$ cat src/rtl/spi_flash_pkg.sv
// -----------------------------------------------------------------------------
// spi_flash_pkg
// Shared definitions for the serial NOR flash command side. The responder
// and the master-side ctrl modules both use these values.
//   - opcode constants (WREN, WRDI, RDSR, RDID, BE)
//   - responder state enum
//   - status register bit positions
//   - is_write_op(): opcodes that only take effect when the frame closes
// -----------------------------------------------------------------------------
package spi_flash_pkg;

    localparam logic [7:0] OP_WREN = 8'h06;
    localparam logic [7:0] OP_WRDI = 8'h04;
    localparam logic [7:0] OP_RDSR = 8'h05;
    localparam logic [7:0] OP_RDID = 8'h9F;
    localparam logic [7:0] OP_BE   = 8'hC7;

    typedef enum logic [1:0] {
        ST_IDLE   = 2'd0,
        ST_CMD    = 2'd1,
        ST_DOUT   = 2'd2,
        ST_IGNORE = 2'd3
    } flash_state_e;

    localparam int STATUS_WIP = 0;
    localparam int STATUS_WEL = 1;

    // Write-type opcodes are held pending until chip select rises.
    function automatic logic is_write_op(input logic [7:0] op);
        return (op == OP_WREN) || (op == OP_WRDI) || (op == OP_BE);
    endfunction

endpackage

$ cat src/rtl/spi_flash_responder_if.sv
// -----------------------------------------------------------------------------
// spi_flash_responder_if
// The four SPI wires between a flash command master and the responder.
//   spi_sclk  master -> slave  serial clock, mode 0 (idles low)
//   spi_cs    master -> slave  chip select, active-low
//   spi_mosi  master -> slave  serial data, MSB first
//   spi_miso  slave -> master  serial data, 0 while deselected
//
// Handshake: none beyond SPI mode 0. The master changes mosi while sclk is
// low and the slave samples it on the sclk rise. The slave changes miso after
// the sclk fall and the master samples it on the next rise. A frame is the
// interval with spi_cs low.
// -----------------------------------------------------------------------------
interface spi_flash_responder_if;
    logic spi_sclk;
    logic spi_cs;
    logic spi_mosi;
    logic spi_miso;

    modport master (
        output spi_sclk,
        output spi_cs,
        output spi_mosi,
        input  spi_miso
    );

    modport slave (
        input  spi_sclk,
        input  spi_cs,
        input  spi_mosi,
        output spi_miso
    );
endinterface

$ cat src/rtl/spi_slave_phy.sv
// -----------------------------------------------------------------------------
// spi_slave_phy
// Bit-level SPI mode-0 slave. It moves the asynchronous SPI wires into the
// clk domain and presents a byte-level interface to the command decoder.
//   clk, rst    system clock, synchronous active-high reset
//   spi         slave modport of the SPI bus
//   sclk_rise   one-cycle pulse per sclk rise inside a frame
//   sclk_fall   one-cycle pulse per sclk fall inside a frame
//   cs_rise     one-cycle pulse when the frame ends
//   cs_fall     one-cycle pulse when the frame starts
//   rx_valid    one-cycle pulse after every 8th received bit of a frame
//   rx_byte     byte completed by the last rx_valid
//   tx_load     load tx_data into the transmit shift register
//   tx_data     24-bit transmit word, MSB goes out first
//
// Each input passes two synchronizer flops. A third flop holds the previous
// synchronized value for edge detection. This gives 3 clk cycles from a pin
// change to the registered effect of that change. sclk edges count only
// while the synchronized cs is low. On the cycle cs_rise fires, the
// synchronized cs is already high, so an sclk edge in that cycle is dropped.
// -----------------------------------------------------------------------------
module spi_slave_phy (
    input  logic                        clk,
    input  logic                        rst,
    spi_flash_responder_if.slave        spi,
    output logic                        sclk_rise,
    output logic                        sclk_fall,
    output logic                        cs_rise,
    output logic                        cs_fall,
    output logic                        rx_valid,
    output logic [7:0]                  rx_byte,
    input  logic                        tx_load,
    input  logic [23:0]                 tx_data
);

    logic        sclk_s1, sclk_s2, sclk_d;
    logic        cs_s1, cs_s2, cs_d;
    logic        mosi_s1, mosi_s2;
    logic [2:0]  bit_cnt;
    logic [6:0]  rx_sr;
    logic [23:0] tx_sr;
    logic        miso_q;

    assign sclk_rise = sclk_s2 & ~sclk_d & ~cs_s2;
    assign sclk_fall = ~sclk_s2 & sclk_d & ~cs_s2;
    assign cs_rise   = cs_s2 & ~cs_d;
    assign cs_fall   = ~cs_s2 & cs_d;

    assign spi.spi_miso = miso_q;

    always_ff @(posedge clk) begin
        if (rst) begin
            sclk_s1  <= 1'b0;
            sclk_s2  <= 1'b0;
            sclk_d   <= 1'b0;
            cs_s1    <= 1'b1;
            cs_s2    <= 1'b1;
            cs_d     <= 1'b1;
            mosi_s1  <= 1'b0;
            mosi_s2  <= 1'b0;
            bit_cnt  <= 3'd0;
            rx_sr    <= 7'd0;
            rx_valid <= 1'b0;
            rx_byte  <= 8'd0;
            tx_sr    <= 24'd0;
            miso_q   <= 1'b0;
        end else begin
            sclk_s1  <= spi.spi_sclk;
            sclk_s2  <= sclk_s1;
            sclk_d   <= sclk_s2;
            cs_s1    <= spi.spi_cs;
            cs_s2    <= cs_s1;
            cs_d     <= cs_s2;
            mosi_s1  <= spi.spi_mosi;
            mosi_s2  <= mosi_s1;
            rx_valid <= 1'b0;

            if (cs_fall || cs_rise) begin
                // A new frame starts from a clean slate, so leftover data
                // from a cut-short read cannot leak out.
                bit_cnt <= 3'd0;
                tx_sr   <= 24'd0;
                miso_q  <= 1'b0;
            end else begin
                if (sclk_rise) begin
                    rx_sr   <= {rx_sr[5:0], mosi_s2};
                    bit_cnt <= bit_cnt + 3'd1;
                    if (bit_cnt == 3'd7) begin
                        rx_valid <= 1'b1;
                        rx_byte  <= {rx_sr, mosi_s2};
                    end
                end

                if (sclk_fall) begin
                    miso_q <= tx_sr[23];
                end

                if (tx_load) begin
                    tx_sr <= tx_data;
                end else if (sclk_fall) begin
                    tx_sr <= {tx_sr[22:0], 1'b0};
                end
            end
        end
    end

endmodule

$ cat src/rtl/spi_flash_responder.sv
// -----------------------------------------------------------------------------
// spi_flash_responder
// Synthesizable stand-in for the command side of a serial NOR flash. It
// decodes WREN, WRDI, RDSR, RDID and BE, keeps the WEL/WIP status bits, and
// runs a timed bulk-erase busy window.
//   sys_clk, sys_rst  system clock, synchronous active-high reset
//   spi               slave modport of the SPI bus
//   erase_start       one-cycle pulse when a bulk erase is accepted
//   erase_busy        WIP status bit
//   cmd_valid         one-cycle pulse when the command byte of a frame arrives
//   cmd_byte          that command byte
//   dbg_state         current decoder state (IDLE/CMD/DOUT/IGNORE encoding)
//
// Parameters
//   ERASE_CYCLES  sys_clk cycles WIP stays high after an accepted BE (>= 1)
//   JEDEC_ID      RDID response, MSB byte first
// -----------------------------------------------------------------------------
module spi_flash_responder
    import spi_flash_pkg::*;
#(
    parameter int          ERASE_CYCLES = 1000,
    parameter logic [23:0] JEDEC_ID     = 24'h202017
) (
    input  logic                    sys_clk,
    input  logic                    sys_rst,
    spi_flash_responder_if.slave    spi,
    output logic                    erase_start,
    output logic                    erase_busy,
    output logic                    cmd_valid,
    output logic [7:0]              cmd_byte,
    output logic [1:0]              dbg_state
);

    localparam logic [1:0] S_IDLE   = ST_IDLE;
    localparam logic [1:0] S_CMD    = ST_CMD;
    localparam logic [1:0] S_DOUT   = ST_DOUT;
    localparam logic [1:0] S_IGNORE = ST_IGNORE;

    localparam int BCW = (ERASE_CYCLES > 1) ? $clog2(ERASE_CYCLES) : 1;

    logic        sclk_rise, sclk_fall, cs_rise, cs_fall;
    logic        rx_valid;
    logic [7:0]  rx_byte;
    logic        tx_load;
    logic [23:0] tx_data;

    logic [1:0]  state;
    logic        pend_valid;
    logic [7:0]  pend_cmd;
    logic        dout_rdsr;
    logic [2:0]  dout_cnt;
    logic        reload_q;
    logic        commit;

    logic        wel, wip;
    logic [BCW-1:0] busy_cnt;
    logic [7:0]  status;

    spi_slave_phy u_phy (
        .clk       (sys_clk),
        .rst       (sys_rst),
        .spi       (spi),
        .sclk_rise (sclk_rise),
        .sclk_fall (sclk_fall),
        .cs_rise   (cs_rise),
        .cs_fall   (cs_fall),
        .rx_valid  (rx_valid),
        .rx_byte   (rx_byte),
        .tx_load   (tx_load),
        .tx_data   (tx_data)
    );

    always_comb begin
        status = 8'h00;
        status[STATUS_WEL] = wel;
        status[STATUS_WIP] = wip;
    end

    // Only the first byte of a frame is a command. A frame that already
    // holds a pending write command never produces a second cmd_valid.
    assign cmd_valid = rx_valid && (state == S_CMD) && !pend_valid;
    assign cmd_byte  = rx_byte;

    // The first load happens in the cycle after the 8th rise is recognised.
    // The 8th fall is at least four sys_clk cycles later, so the MSB is in
    // place for that fall. RDSR reloads in the cycle after each 8th data fall.
    assign tx_load = (cmd_valid && ((rx_byte == OP_RDSR) || (rx_byte == OP_RDID)))
                   || reload_q;
    assign tx_data = (cmd_valid && (rx_byte == OP_RDID)) ? JEDEC_ID
                                                         : {status, 16'h0000};

    // A pending write command executes only if the frame closes right after
    // exactly 8 bits. A 9th rise moves to IGNORE and clears pend_valid.
    assign commit = cs_rise && (state == S_CMD) && pend_valid;

    assign erase_busy = wip;
    assign dbg_state  = state;

    always_ff @(posedge sys_clk) begin
        if (sys_rst) begin
            state      <= S_IDLE;
            pend_valid <= 1'b0;
            pend_cmd   <= 8'h00;
            dout_rdsr  <= 1'b0;
            dout_cnt   <= 3'd0;
            reload_q   <= 1'b0;
        end else begin
            reload_q <= 1'b0;
            if (cs_rise) begin
                state      <= S_IDLE;
                pend_valid <= 1'b0;
            end else begin
                case (state)
                    S_IDLE: begin
                        if (cs_fall) begin
                            state      <= S_CMD;
                            pend_valid <= 1'b0;
                        end
                    end
                    S_CMD: begin
                        if (cmd_valid) begin
                            dout_cnt <= 3'd0;
                            if (rx_byte == OP_RDSR) begin
                                state     <= S_DOUT;
                                dout_rdsr <= 1'b1;
                            end else if (rx_byte == OP_RDID) begin
                                state     <= S_DOUT;
                                dout_rdsr <= 1'b0;
                            end else if (is_write_op(rx_byte)) begin
                                pend_valid <= 1'b1;
                                pend_cmd   <= rx_byte;
                            end else begin
                                state <= S_IGNORE;
                            end
                        end else if (sclk_rise && pend_valid) begin
                            state      <= S_IGNORE;
                            pend_valid <= 1'b0;
                        end
                    end
                    S_DOUT: begin
                        if (sclk_fall) begin
                            dout_cnt <= dout_cnt + 3'd1;
                            if (dout_rdsr && (dout_cnt == 3'd7)) begin
                                reload_q <= 1'b1;
                            end
                        end
                    end
                    S_IGNORE: begin
                    end
                    default: state <= S_IDLE;
                endcase
            end
        end
    end

    // Status and the erase timer. erase_start and the counter load happen on
    // the accept edge, and WIP follows one cycle later. The counter counts
    // ERASE_CYCLES-1 down to 0 while WIP is high. WIP therefore stays high
    // for exactly ERASE_CYCLES cycles, and WEL clears on the same edge.
    // Commands are evaluated against the current WIP. A BE on the final busy
    // cycle is therefore rejected.
    always_ff @(posedge sys_clk) begin
        if (sys_rst) begin
            wel         <= 1'b0;
            wip         <= 1'b0;
            busy_cnt    <= '0;
            erase_start <= 1'b0;
        end else begin
            erase_start <= 1'b0;

            if (erase_start) begin
                wip <= 1'b1;
            end else if (wip) begin
                if (busy_cnt == '0) begin
                    wip <= 1'b0;
                    wel <= 1'b0;
                end else begin
                    busy_cnt <= busy_cnt - BCW'(1);
                end
            end

            if (commit && !wip) begin
                case (pend_cmd)
                    OP_WREN: wel <= 1'b1;
                    OP_WRDI: wel <= 1'b0;
                    OP_BE: begin
                        if (wel) begin
                            erase_start <= 1'b1;
                            busy_cnt    <= BCW'(ERASE_CYCLES - 1);
                        end
                    end
                    default: begin
                    end
                endcase
            end
        end
    end

endmodule

$ cat src/flat_wrapper.sv
// flat-port wrapper written by rule: the top's interface ports become plain ports
module spi_flash_responder_flat import spi_flash_pkg::*;
#(
    parameter int          ERASE_CYCLES = 1000,
    parameter logic [23:0] JEDEC_ID     = 24'h202017
)
  (sys_clk, sys_rst, erase_start, erase_busy, cmd_valid, cmd_byte, dbg_state, spi_spi_sclk, spi_spi_cs, spi_spi_mosi, spi_spi_miso);
  spi_flash_responder_if spi_i ();
  input  logic sys_clk;
  input  logic sys_rst;
  output logic erase_start;
  output logic erase_busy;
  output logic cmd_valid;
  output logic [7:0] cmd_byte;
  output logic [1:0] dbg_state;
  input wire logic [$bits(spi_i.spi_sclk)-1:0] spi_spi_sclk;
  input wire logic [$bits(spi_i.spi_cs)-1:0] spi_spi_cs;
  input wire logic [$bits(spi_i.spi_mosi)-1:0] spi_spi_mosi;
  output wire logic [$bits(spi_i.spi_miso)-1:0] spi_spi_miso;
  assign spi_i.spi_sclk = spi_spi_sclk;
  assign spi_i.spi_cs = spi_spi_cs;
  assign spi_i.spi_mosi = spi_spi_mosi;
  assign spi_spi_miso = spi_i.spi_miso;
  spi_flash_responder #(.ERASE_CYCLES(ERASE_CYCLES), .JEDEC_ID(JEDEC_ID)) u_core (.sys_clk(sys_clk), .sys_rst(sys_rst), .spi(spi_i), .erase_start(erase_start), .erase_busy(erase_busy), .cmd_valid(cmd_valid), .cmd_byte(cmd_byte), .dbg_state(dbg_state));
endmodule
$ cat config.mk
export PLATFORM = sky130hd
export DESIGN_NAME = spi_flash_responder_flat
export DESIGN_NICKNAME = d
export VERILOG_FILES = /design/src/rtl/spi_flash_pkg.sv /design/src/rtl/spi_flash_responder_if.sv /design/src/rtl/spi_slave_phy.sv /design/src/rtl/spi_flash_responder.sv /design/src/flat_wrapper.sv
export SDC_FILE = /design/constraint.sdc
export NUM_CORES = 1
export LEC_CHECK = 0
export ABC_CLOCK_PERIOD_IN_PS = 2400
export BUFFER_PORTS_ARGS = -buffer_cell sky130_fd_sc_hd__clkbuf_2
export CAP_MARGIN = 15
export CORE_ASPECT_RATIO = 0.6
export CORE_MARGIN = 10
export CORE_UTILIZATION = 55
export CTS_CLUSTER_DIAMETER = 40
export DETAILED_ROUTE_END_ITERATION = 10
export HOLD_SLACK_MARGIN = 0.1
export PLACE_DENSITY_LB_ADDON = 0.3
export REMOVE_ABC_BUFFERS = 1
export SKIP_LAST_GASP = 1
export SYNTH_ARGS = -nofsm -noshare
export SYNTH_HDL_FRONTEND = slang
export SYNTH_SLANG_ARGS = --single-unit
$ cat constraint.sdc
create_clock -name sys_clk -period 2.4 [get_ports sys_clk]
set_clock_uncertainty 0.05 [all_clocks]
set_input_delay 0.48 -clock sys_clk [delete_from_list [all_inputs] [get_ports sys_clk]]
set_output_delay 0.48 -clock sys_clk [all_outputs]
set_load 0.01 [all_outputs]
==> results of run 1 <==
## synth_stat cells, types with 2 or more instances
library cell,count,share of area (%)
nand2b_1,6,1.1
mux2i_1,7,2.1
a211oi_1,5,1.1
nor3b_2,2,0.75
nor4b_1,3,0.79
or2_2,4,0.75
nor3b_1,2,0.45
o21ai_0,2,0.30
dfxtp_1,81,49
nor4_1,3,0.57
or3_1,2,0.38
clkbuf_1,17,1.9
xor2_1,3,0.79
nor3_1,8,1.2
nand3_1,17,2.6
nor2_1,39,4.4
nand2_1,75,8.5
nor2b_1,9,1.7
ha_1,7,2.6
buf_2,3,0.45
xnor2_1,3,0.79
inv_1,8,0.90
and2_1,6,1.1
a21oi_1,57,8.6
## worst max-delay path by stage
stage | from | endpoint | depth (start not counted)
6_report | u_core.u_phy.cs_s2 | u_core.busy_cnt[3] | 5
5_1_grt | u_core.u_phy.cs_s2 | u_core.busy_cnt[3] | 5
3_3_place_gp | u_core.dbg_state[0] | u_core.u_phy.tx_sr[17] | 4
2_1_floorplan | u_core.u_phy.cs_s2 | u_core.dout_cnt[0] | 5
4_1_cts | u_core.u_phy.cs_s2 | u_core.busy_cnt[3] | 5
3_5_place_dp | u_core.dbg_state[0] | u_core.u_phy.tx_sr[17] | 4
## worst register-to-register path: cells and delay by family (launching register included)
kind / cells / cell delay (ns)
and+or+nand+nor: 4 / 1.40
DFF: 1 / 0.45
adders and majority gates: 1 / 0.24
## registers in the layout (all words and copies together), names as in the netlist, 2 cells and up
register / count
u_core.u_phy.tx_sr: 24
u_core.busy_cnt: 10
u_core.pend_cmd: 8
u_core.u_phy.rx_byte: 8
u_core.u_phy.rx_sr: 7
u_core.dout_cnt: 3
u_core.u_phy.bit_cnt: 3
u_core.dbg_state: 2
## metal layers
metal	vias to the layer above	share of wire, %	track usage (%)
met1	1245	47	19.7
met5	-	0	0
met3	8	9.1	6.35
met2	68	42	21.3
met4	0	1.3	5.04
li1	1363	-	-
## kinds of logic after synthesis
logic type | Yosys count
AOI/OAI and AO/OA | 75
and+or+nand+nor | 189
xor gates and xnor gates | 6
buffers and inverters | 29
muxes | 8
adders and majority gates | 7
DFF | 81
## layout by cell type, fill, tap and decap left out, types with 4 or more instances in the layout
master,count
dfxtp_1,81
nand2_1,75
a21oi_1,57
nor2_1,39
clkbuf_2,18
nand3_1,17
nor2b_1,9
clkbuf_8,9
inv_1,8
nor3_1,8
mux2i_1,7
ha_1,7
nand2b_1,6
and2_1,6
a211oi_1,5
or2_2,4
buf_4,4
## cell type report
cell class / count / area share [%]
clock inverters: 5 / 2.22
well taps: 80 / 2.73
repair buffers: 22 / 3.28
inverters: 8 / 0.820
multi-input cells: 285 / 43.2
flip-flops and latches: 81 / 44.3
clock buffers: 10 / 3.49
## power groups by stage
stage / clock (W) / combinational (W) / sequential, W
2_1_floorplan: 0 / 0.0000384 / 0.00140
3_3_place_gp: 0 / 0.0000719 / 0.00140
3_5_place_dp: 0 / 0.0000720 / 0.00140
4_1_cts: 0.00108 / 0.0000727 / 0.00137
5_1_grt: 0.00113 / 0.0000813 / 0.00137
6_report: 0.00106 / 0.0000725 / 0.00137
## stage by stage
| stage | setup WS (ns) | util [%] | hold slack, ns |
|---|---|---|---|
| 4_1_cts | 0.218 | 64.2 | 0.252 |
| 3_3_place_gp | 0.375 | 60.5 | 0.352 |
| 2_1_floorplan | 0.338 | - | 0.339 |
| 3_5_place_dp | 0.308 | 60.5 | 0.375 |
| 6_report | 0.166 | 64.2 | 0.266 |
| 5_1_grt | 0.0572 | 64.2 | 0.253 |
==> flow_metrics.py, run 1 <==
metrics = {
    "setup_path": {
        "start_kind": "register",
        "cp-end-kind": "register",
        "r2r_start": "u_core.u_phy.cs_s2",
        "cp.arrival_ns": 2.43,
        "cp_cell_sequence": "ha_1, nor4bb_1, nand4_1, nand2b_1, nor2_1",
        "critPathBufInv": 0,
        "reg2reg_slack_ns": 0.17,
        "required_ns": 2.59,
        "cp_max_fo": 10,
        "criticalPathCategory": "register to register",
        "timing.rr.end": "u_core.busy_cnt[3]",
        "crit_path_top_delay_cell": "nor4bb_1",
        "crit_path_max_incr_delay_ns": 0.55,
        "r2r_cells": 5,
        "crit_family": "simple AND/OR/NAND/NOR gates",
    },
    "die": {
        "die_y_um": 80.2,
        "pin_count": 19,
        "core_area_sq_um": 5700,
        "core.rowCount": 21,
        "die_width_um": 120,
        "dieArea_sq_um": 9650,
        "initial_utilization_pct": 58.3,
    },
    "synthesis": {
        "ys.flop_type": "dfxtp_1",
        "ys_types": 50,
        "synth_cells": 395,
        "synth_top_family_by_area": "simple AND/OR/NAND/NOR gates",
        "ys_seq_elements": 81,
        "synth_compound_area_share_pct": 13.0,
        "synth_fa_ha_area_share_pct": 2.64,
        "netlist_area_sq_um": 3320,
        "synth_edf_count": 0,
        "synth.area.mux_share_pct": 2.45,
        "synthArstFlopShare_pct": 0,
        "synth_xor_xnor_area_share_pct": 1.58,
        "avgSynthCellArea_sq_um": 8.41,
        "synth-warning-count": 0,
        "yosys.area_share.simple_pct": 27.9,
        "ys_seq_area_share_pct": 48.8,
    },
    "placement": {
        "io_buffers": 18,
        "dp_hpwl_um": 4840,
        "placed_area_sq_um": 3450,
        "place.gp.congestion": 0.870,
        "placed_cells": 476,
    },
    "global_routing": {
        "overflow": 0,
        "grt_pass1_wl_um": 11700,
        "grt_max_degree": 44,
        "track_usage_pct": 14.9,
        "antenna_found_initial": 0,
        "grt_pass1_vias": 2424,
    },
    "clocking": {
        "cts_setup_buffers": 0,
        "cts_inserted_buffers": 9,
        "clkLatencyLatePin_ns": 0.35,
        "cts_tree": "yes",
        "ctsLongestPathBuffers": 2,
        "cts.clk_slew.worst_paths_ns": 0.08,
        "cts-htree-levels": 3,
        "hold_buffers": 0,
        "clock_sinks": 81,
        "cts_root_buf": "clkbuf_8",
        "cts-resized-gates": 0,
    },
    "route": {
        "wl_per_cell_um": 14.3,
        "first_pass_iters": 4,
        "wl_um": 7050,
        "antenna_left": 0,
        "routed-via-count": 2684,
        "drtIter0Drc": 228,
        "drc": 0,
        "via_per_inst": 5.47,
    },
    "min_path": {
        "min_path_type": "primary input to register",
        "hold_end": "u_core.u_phy.cs_s1",
        "hold_path_startpoint": "spi_spi_cs",
        "worstHoldPathCells": 2,
    },
    "sta": {
        "hold_viol": 0,
        "max_freq_mhz": 448,
        "final-setup-viol-count": 0,
        "fin_crit_sh_pct": 93.1,
        "finalSetupTns_ns": 0,
        "fin_crit_ns": 2.23,
        "rsz0062_at_grt": "no",
        "slew_headroom_pct": 49.6,
        "slew_viol_final": 0,
        "worst_pin_slew_ns": 0.748,
    },
    "cells_and_area": {
        "multi_input_area_sq_um": 1580,
        "layout-drive-gt1-share_pct": 11.7,
        "nNetsFinal": 419,
        "seqCellArea_sq_um": 1620,
        "nFillCells": 511,
        "diodes": 0,
        "fin_area_sq_um": 3660,
        "area_delta_synth_final_pct": 10.2,
        "fin_cells": 491,
    },
    "power": {
        "p_int_w": 0.00196,
        "p_leak_nw": 1.34,
        "pwr-share-clk_pct": 42.3,
        "switching_share_pct": 21.5,
        "power_switching_w": 0.000537,
        "total_power_w": 0.00250,
        "combPwrFrac_pct": 2.9,
        "ir_drop_uv": 408,
        "seqPwrFrac_pct": 54.8,
        "p_per_area_nw_per_um2": 682,
    },
    "job": {
        "drv_cap": 0,
    },
    "status": {
        "status": "completed",
    },
}
Note: power is estimated with default switching activity, not from simulation.
==> run 2: changes to the inputs <==
--- a/config.mk
+++ b/config.mk
@@ -5,12 +5,12 @@
 export SDC_FILE = /design/constraint.sdc
 export NUM_CORES = 1
 export LEC_CHECK = 0
-export ABC_CLOCK_PERIOD_IN_PS = 2400
+export ABC_CLOCK_PERIOD_IN_PS = 2000
 export BUFFER_PORTS_ARGS = -buffer_cell sky130_fd_sc_hd__clkbuf_2
 export CAP_MARGIN = 15
 export CORE_ASPECT_RATIO = 0.6
 export CORE_MARGIN = 10
-export CORE_UTILIZATION = 55
+export CORE_UTILIZATION = 54
 export CTS_CLUSTER_DIAMETER = 40
 export DETAILED_ROUTE_END_ITERATION = 10
 export HOLD_SLACK_MARGIN = 0.1
@@ -19,4 +19,5 @@
 export SKIP_LAST_GASP = 1
 export SYNTH_ARGS = -nofsm -noshare
 export SYNTH_HDL_FRONTEND = slang
+export SYNTH_HIERARCHICAL = 1
 export SYNTH_SLANG_ARGS = --single-unit
==> constraint.sdc (replaced) <==
create_clock -name sys_clk -period 2 [get_ports sys_clk]
set_clock_uncertainty 0.05 [all_clocks]
set_input_delay 0.4 -clock sys_clk [delete_from_list [all_inputs] [get_ports sys_clk]]
set_output_delay 0.4 -clock sys_clk [all_outputs]
set_load 0.01 [all_outputs]
==> flow_metrics.py, run 2 <==
metrics = {
    "setup_path": {
        "startpoint": "u_core/u_phy/rx_byte[5]",
        "critPathBufInv": 1,
        "cp_max_fo": 13,
        "crit_path_top_delay_cell": "or3_4",
        "criticalPathCategory": "register to register",
        "required_ns": 2.22,
        "start_kind": "register",
        "cp-end-kind": "register",
        "cp_cell_sequence": "nand4b_1, or3_4, a21oi_2, or2_4, buf_12, nor3_1, nor4_1",
        "crit_family": "simple AND/OR/NAND/NOR gates",
        "r2r_start": "u_core/u_phy/rx_byte[5]",
        "crit_path_max_incr_delay_ns": 0.35,
        "cp.arrival_ns": 2.24,
    },
    "sta": {
        "slew_viol_final": 0,
        "fin_crit_ns": 2.02,
        "fin_crit_sh_pct": 101,
        "rsz0062_at_grt": "yes",
        "fin_ws_ns": -0.0236,
        "final-setup-viol-count": 1,
        "finalSetupTns_ns": -0.0236,
        "whs_ns": 0.159,
        "hold_viol": 0,
        "max_freq_mhz": 494,
    },
    "placement": {
        "placed_area_sq_um": 3900,
        "io_buffers": 18,
        "place.gp.congestion": 0.867,
        "dp_hpwl_um": 5030,
    },
    "clocking": {
        "cts_root_buf": "clkbuf_8",
        "cts.clk_slew.worst_paths_ns": 0.08,
        "clkLatencyLatePin_ns": 0.38,
        "cts-htree-levels": 3,
        "clock_sinks": 81,
        "ctsLongestPathBuffers": 2,
        "cts_inserted_buffers": 9,
        "cts_tree": "yes",
    },
    "die": {
        "initial_utilization_pct": 55.1,
        "pin_count": 19,
        "die_width_um": 126,
        "core.rowCount": 23,
        "core_area_sq_um": 6590,
        "die_y_um": 83.5,
        "dieArea_sq_um": 10500,
    },
    "global_routing": {
        "grt_max_degree": 53,
        "grt_pass1_wl_um": 12900,
        "antenna_found_initial": 0,
        "track_usage_pct": 14.6,
        "overflow": 0,
        "grt_pass1_vias": 2741,
    },
    "route": {
        "antenna_left": 0,
        "wl_per_cell_um": 15.3,
        "drtIter0Drc": 327,
        "wl_um": 8140,
        "drc": 0,
        "first_pass_iters": 5,
        "via_per_inst": 5.66,
        "routed-via-count": 3004,
    },
    "min_path": {
        "hold_path_startpoint": "spi_spi_cs",
        "min_path_type": "primary input to register",
    },
    "synthesis": {
        "synth_common_cells": "81 x dfxtp_1, 57 x nor3_1, 31 x nor2b_1, 26 x nor4_1, 22 x nor2_1",
        "synth_cells": 399,
        "ys_seq_elements": 81,
        "ys.flop_type": "dfxtp_1",
        "ys_types": 54,
        "yosysTopAreaCell": "dfxtp_1",
        "avgSynthCellArea_sq_um": 9.10,
        "synth_edf_count": 0,
        "ys_seq_area_share_pct": 44.6,
        "synth_most_common_cell": "dfxtp_1",
        "netlist_area_sq_um": 3630,
        "netlist_top_cells_area": "dfxtp_1 45%, nor3_1 7.9%, nor2b_1 5.3%",
        "synth_top_area_share_pct": 44.6,
        "synthArstFlopShare_pct": 0,
        "synth-warning-count": 6,
    },
    "status": {
        "violations": "negative setup slack",
        "status": "finished with violations",
    },
    "cells_and_area": {
        "most-common-layout-cells": "76 x dfxtp_1, 57 x nor3_1, 31 x nor2b_1",
        "layout-drive-gt1-share_pct": 19.8,
        "nNetsFinal": 451,
        "diodes": 0,
        "nFillCells": 563,
        "top_register": "u_core/u_phy/tx_sr",
        "largest_registers": "u_core/u_phy/tx_sr (24), u_core/busy_cnt (10)",
        "fin_area_sq_um": 4280,
        "final_common_cell": "dfxtp_1",
        "area_delta_synth_final_pct": 17.8,
        "largest_reg_flops": 24,
    },
    "power": {
        "ir_drop_uv": 543,
        "seqPwrFrac_pct": 53.5,
        "power_switching_w": 0.000682,
        "p_leak_nw": 1.64,
        "p_per_area_nw_per_um2": 711,
        "combPwrFrac_pct": 2.8,
        "switching_share_pct": 22.4,
        "pwr-share-clk_pct": 43.7,
        "p_int_w": 0.00236,
    },
    "job": {
        "drv_cap": 0,
    },
}
## run 2: cell families (layout without fill, tap and decap cells)
family | Yosys count | in the layout | synth area share [%]
buf+inv | 41 | 70 | 6.17
mux | 17 | 17 | 4.72
compound gates | 41 | 42 | 7.23
other cells | 1 | 16 | 0.103
simple gates | 209 | 209 | 34.2
flops | 81 | 81 | 44.6
fa+ha+maj | 7 | 7 | 2.41
xor+xnor | 2 | 2 | 0.482
## run 2: final timing paths
check                           slack [ns]  cells after the start                     end
worst max-delay path                 -0.02                      7  u_core/u_phy/tx_sr[21]
worst min-delay path                  0.16                      2      u_core/u_phy/cs_s1
worst max register to register       -0.02                      7  u_core/u_phy/tx_sr[21]
worst min register to register        0.36                      1      u_core/u_phy/cs_s2
## run 2: repair_timing
item	CTS	global route
buffers inserted	0	1
resized for setup	2	19
endpoints found under the setup margin	3	40
gates cloned	0	4
hold buffers	0	0
pin swaps	1	18
## run 2: worst reg2reg max path, delay by kind of cell, from the launching register on
family / cells / cell delay [ns]
compound gates: 1 / 0.20
buf+inv: 1 / 0.16
flops: 1 / 0.34
simple gates: 5 / 1.16
## run 2: cell type report
| class | instances | area (sq um) | share of cell area, % |
|---|---|---|---|
| flip-flops and latches | 81 | 1630 | 38.0 |
| inverters | 12 | 52.6 | 1.23 |
| clock inverters | 6 | 92.6 | 2.16 |
| well taps | 87 | 109 | 2.54 |
| repair buffers | 42 | 347 | 8.10 |
| multi-input cells | 293 | 1920 | 44.9 |
| clock buffers | 10 | 128 | 2.98 |
## run 2: per-layer routing
metal  routed length (um)  GRT usage, %  up-vias
met5                    0             0        -
met4                  134          5.87        0
met3                  357          6.28       11
met2                 3680          21.8       39
met1                 3970          17.9     1439
li1                     -             -     1515
## run 2: through the flow
stage | instances | setup slack (ns) | utilization (%) | total power, W
2_1_floorplan | 385 | -1.07 | - | 0.00171
3_3_place_gp | 510 | 0.0995 | 59.1 | 0.00175
3_5_place_dp | 510 | 0.0156 | 59.1 | 0.00175
4_1_cts | 526 | 0.00558 | 62.6 | 0.00307
5_1_grt | 531 | -0.109 | 64.9 | 0.00315
6_report | 531 | -0.0236 | 64.9 | 0.00304
## run 2: power by group through the flow
stage                     Clock (W)  Combinational, W  Sequential, W
after floorplan                   0         0.0000394        0.00167
after global placement            0         0.0000816        0.00167
after detailed placement          0         0.0000839        0.00167
after CTS                   0.00136         0.0000842        0.00163
after global routing        0.00142         0.0000963        0.00163
final                       0.00133         0.0000858        0.00163
==> run 3: changes to the inputs <==
--- a/config.mk
+++ b/config.mk
@@ -14,6 +14,7 @@
 export CTS_CLUSTER_DIAMETER = 40
 export DETAILED_ROUTE_END_ITERATION = 10
 export HOLD_SLACK_MARGIN = 0.1
+export MAX_ROUTING_LAYER = met4
 export PLACE_DENSITY_LB_ADDON = 0.3
 export REMOVE_ABC_BUFFERS = 1
 export SKIP_LAST_GASP = 1
==> flow_metrics.py, run 3 (synthesized netlist as in run 2, its figures left out) <==
metrics = {
    "status": {
        "status": "completed",
    },
    "setup_path": {
        "startpoint": "u_core/u_phy/rx_byte[5]",
        "criticalPathCategory": "register to register",
        "critPathBufInv": 1,
        "r2r_start": "u_core/u_phy/rx_byte[5]",
        "crit_path_top_delay_cell": "or3_1",
        "cp_cell_sequence": "nand4b_1, or3_1, a21oi_2, or2_4, buf_12, nor3_1, nor4_1",
        "crit_family": "simple AND/OR/NAND/NOR gates",
        "crit_path_max_incr_delay_ns": 0.37,
        "cp-end-kind": "register",
        "start_kind": "register",
        "cp.arrival_ns": 2.18,
        "required_ns": 2.22,
        "reg2reg_slack_ns": 0.04,
        "cp_max_fo": 13,
    },
    "clocking": {
        "clock_sinks": 81,
        "cts-htree-levels": 3,
        "cts_inserted_buffers": 9,
        "cts.clk_slew.worst_paths_ns": 0.09,
        "clkLatencyLatePin_ns": 0.37,
        "hold_buffers": 0,
        "cts_root_buf": "clkbuf_8",
        "ctsLongestPathBuffers": 2,
        "cts_tree": "yes",
    },
    "die": {
        "pin_count": 19,
        "die_y_um": 83.5,
        "die_width_um": 126,
        "core_area_sq_um": 6590,
        "dieArea_sq_um": 10500,
        "initial_utilization_pct": 55.1,
        "core.rowCount": 23,
    },
    "route": {
        "first_pass_iters": 4,
        "antenna_left": 0,
        "routed-via-count": 2990,
        "drtIter0Drc": 303,
        "drc": 0,
        "via_per_inst": 5.63,
        "wl_um": 7920,
        "wl_per_cell_um": 14.9,
    },
    "global_routing": {
        "overflow": 0,
        "antenna_found_initial": 0,
        "grt_pass1_wl_um": 12900,
        "grt_max_degree": 53,
        "track_usage_pct": 15.0,
        "grt_pass1_vias": 2740,
    },
    "cells_and_area": {
        "final_common_cell": "dfxtp_1",
        "fin_cells": 531,
        "nFillCells": 565,
        "top_register": "u_core/u_phy/tx_sr",
        "largest_reg_flops": 24,
        "nNetsFinal": 451,
        "diodes": 0,
        "multi_input_area_sq_um": 1900,
        "most-common-layout-cells": "73 x dfxtp_1, 57 x nor3_1, 31 x nor2b_1",
        "largest_registers": "u_core/u_phy/tx_sr (24), u_core/busy_cnt (10)",
        "layout-drive-gt1-share_pct": 20.0,
        "utilization_pct": 64.6,
        "seqCellArea_sq_um": 1630,
        "area_delta_synth_final_pct": 17.2,
    },
    "placement": {
        "placed_cells": 510,
        "dp_hpwl_um": 5030,
        "io_buffers": 18,
        "place.gp.congestion": 0.881,
    },
    "sta": {
        "final-setup-viol-count": 0,
        "rsz0062_at_grt": "yes",
        "slew_viol_final": 0,
        "fin_crit_sh_pct": 97.9,
        "hold_viol": 0,
        "finalSetupTns_ns": 0,
        "fin_crit_ns": 1.96,
        "max_freq_mhz": 511,
    },
    "min_path": {
        "min_path_type": "primary input to register",
        "hold_path_startpoint": "spi_spi_cs",
    },
    "power": {
        "p_per_area_nw_per_um2": 713,
        "p_leak_nw": 1.63,
        "ir_drop_uv": 543,
        "total_power_w": 0.00303,
    },
    "job": {
        "drv_cap": 0,
    },
}
==> run 3: cell types whose count changed in the layout (fill, tap and decap cells not counted) <==
cell      delta
dfxtp_1      -3
buf_6        -1
or3_1        +1
a211oi_2     -1
buf_4        +1
nor4bb_4     -1
nor4bb_2     +1
or3_4        -1
dfxtp_4      +1
buf_8        +1
buf_12       -1
dfxtp_2      +2
a211oi_1     +1
==> run 3: layout make-up <==
| type | count | area share (%) |
|---|---|---|
| clock inverter | 6 | 2.17 |
| sequential | 81 | 38.4 |
| inverter | 12 | 1.23 |
| clock buffer | 10 | 3.00 |
| timing repair buffer | 42 | 7.93 |
| tap | 87 | 2.56 |
| multi-input combinational | 293 | 44.7 |
==> run 3: through the flow <==
stage | instance area (sq um) | setup slack, ns | hold WS [ns]
after floorplan | 3520 | -1.07 | 0.339
after CTS | 4130 | 0.00558 | 0.147
after global routing | 4260 | -0.101 | 0.152
after global placement | 3900 | 0.0995 | 0.348
after detailed placement | 3900 | 0.0156 | 0.351
final | 4260 | 0.0419 | 0.163
==> run 3: worst register-to-register path, stage by stage (launching register included) <==
cell and delay, ns:
dfxtp_2 0.34, nand4b_1 0.17, or3_1 0.37, a21oi_2 0.19, or2_4 0.23, buf_12 0.15
nor3_1 0.06, nor4_1 0.30
==> run 3: per-layer routing <==
| metal | wire [um] | vias up | GRT usage [%] |
|---|---|---|---|
| li1 | - | 1522 | - |
| met1 | 3920 | 1422 | 18.0 |
| met2 | 3580 | 35 | 21.7 |
| met3 | 311 | 11 | 6.22 |
| met4 | 101 | 0 | 5.87 |
| met5 | 0 | - | - |
==> run 3: path summary, 6_finish.rpt <==
path / to / depth (start not counted)
worst min register to register: u_core/u_phy/cs_s2 / 1
worst max-delay path: u_core/u_phy/tx_sr[15] / 7
worst min-delay path: u_core/u_phy/cs_s1 / 2
worst max register to register: u_core/u_phy/tx_sr[15] / 7
==> run 3: timing repair <==
item	CTS	global route
setup buffers	0	2
resized for setup	2	19
endpoints found under the setup margin	3	40
pin swaps	1	11
gates cloned	0	3
==> run 3: where the power goes <==
part	internal (W)	leakage, nW	switching, W
sequential	0.00162	0.658	0.00000572
combinational	0.0000316	0.868	0.0000530
clock	0.000707	0.103	0.000618
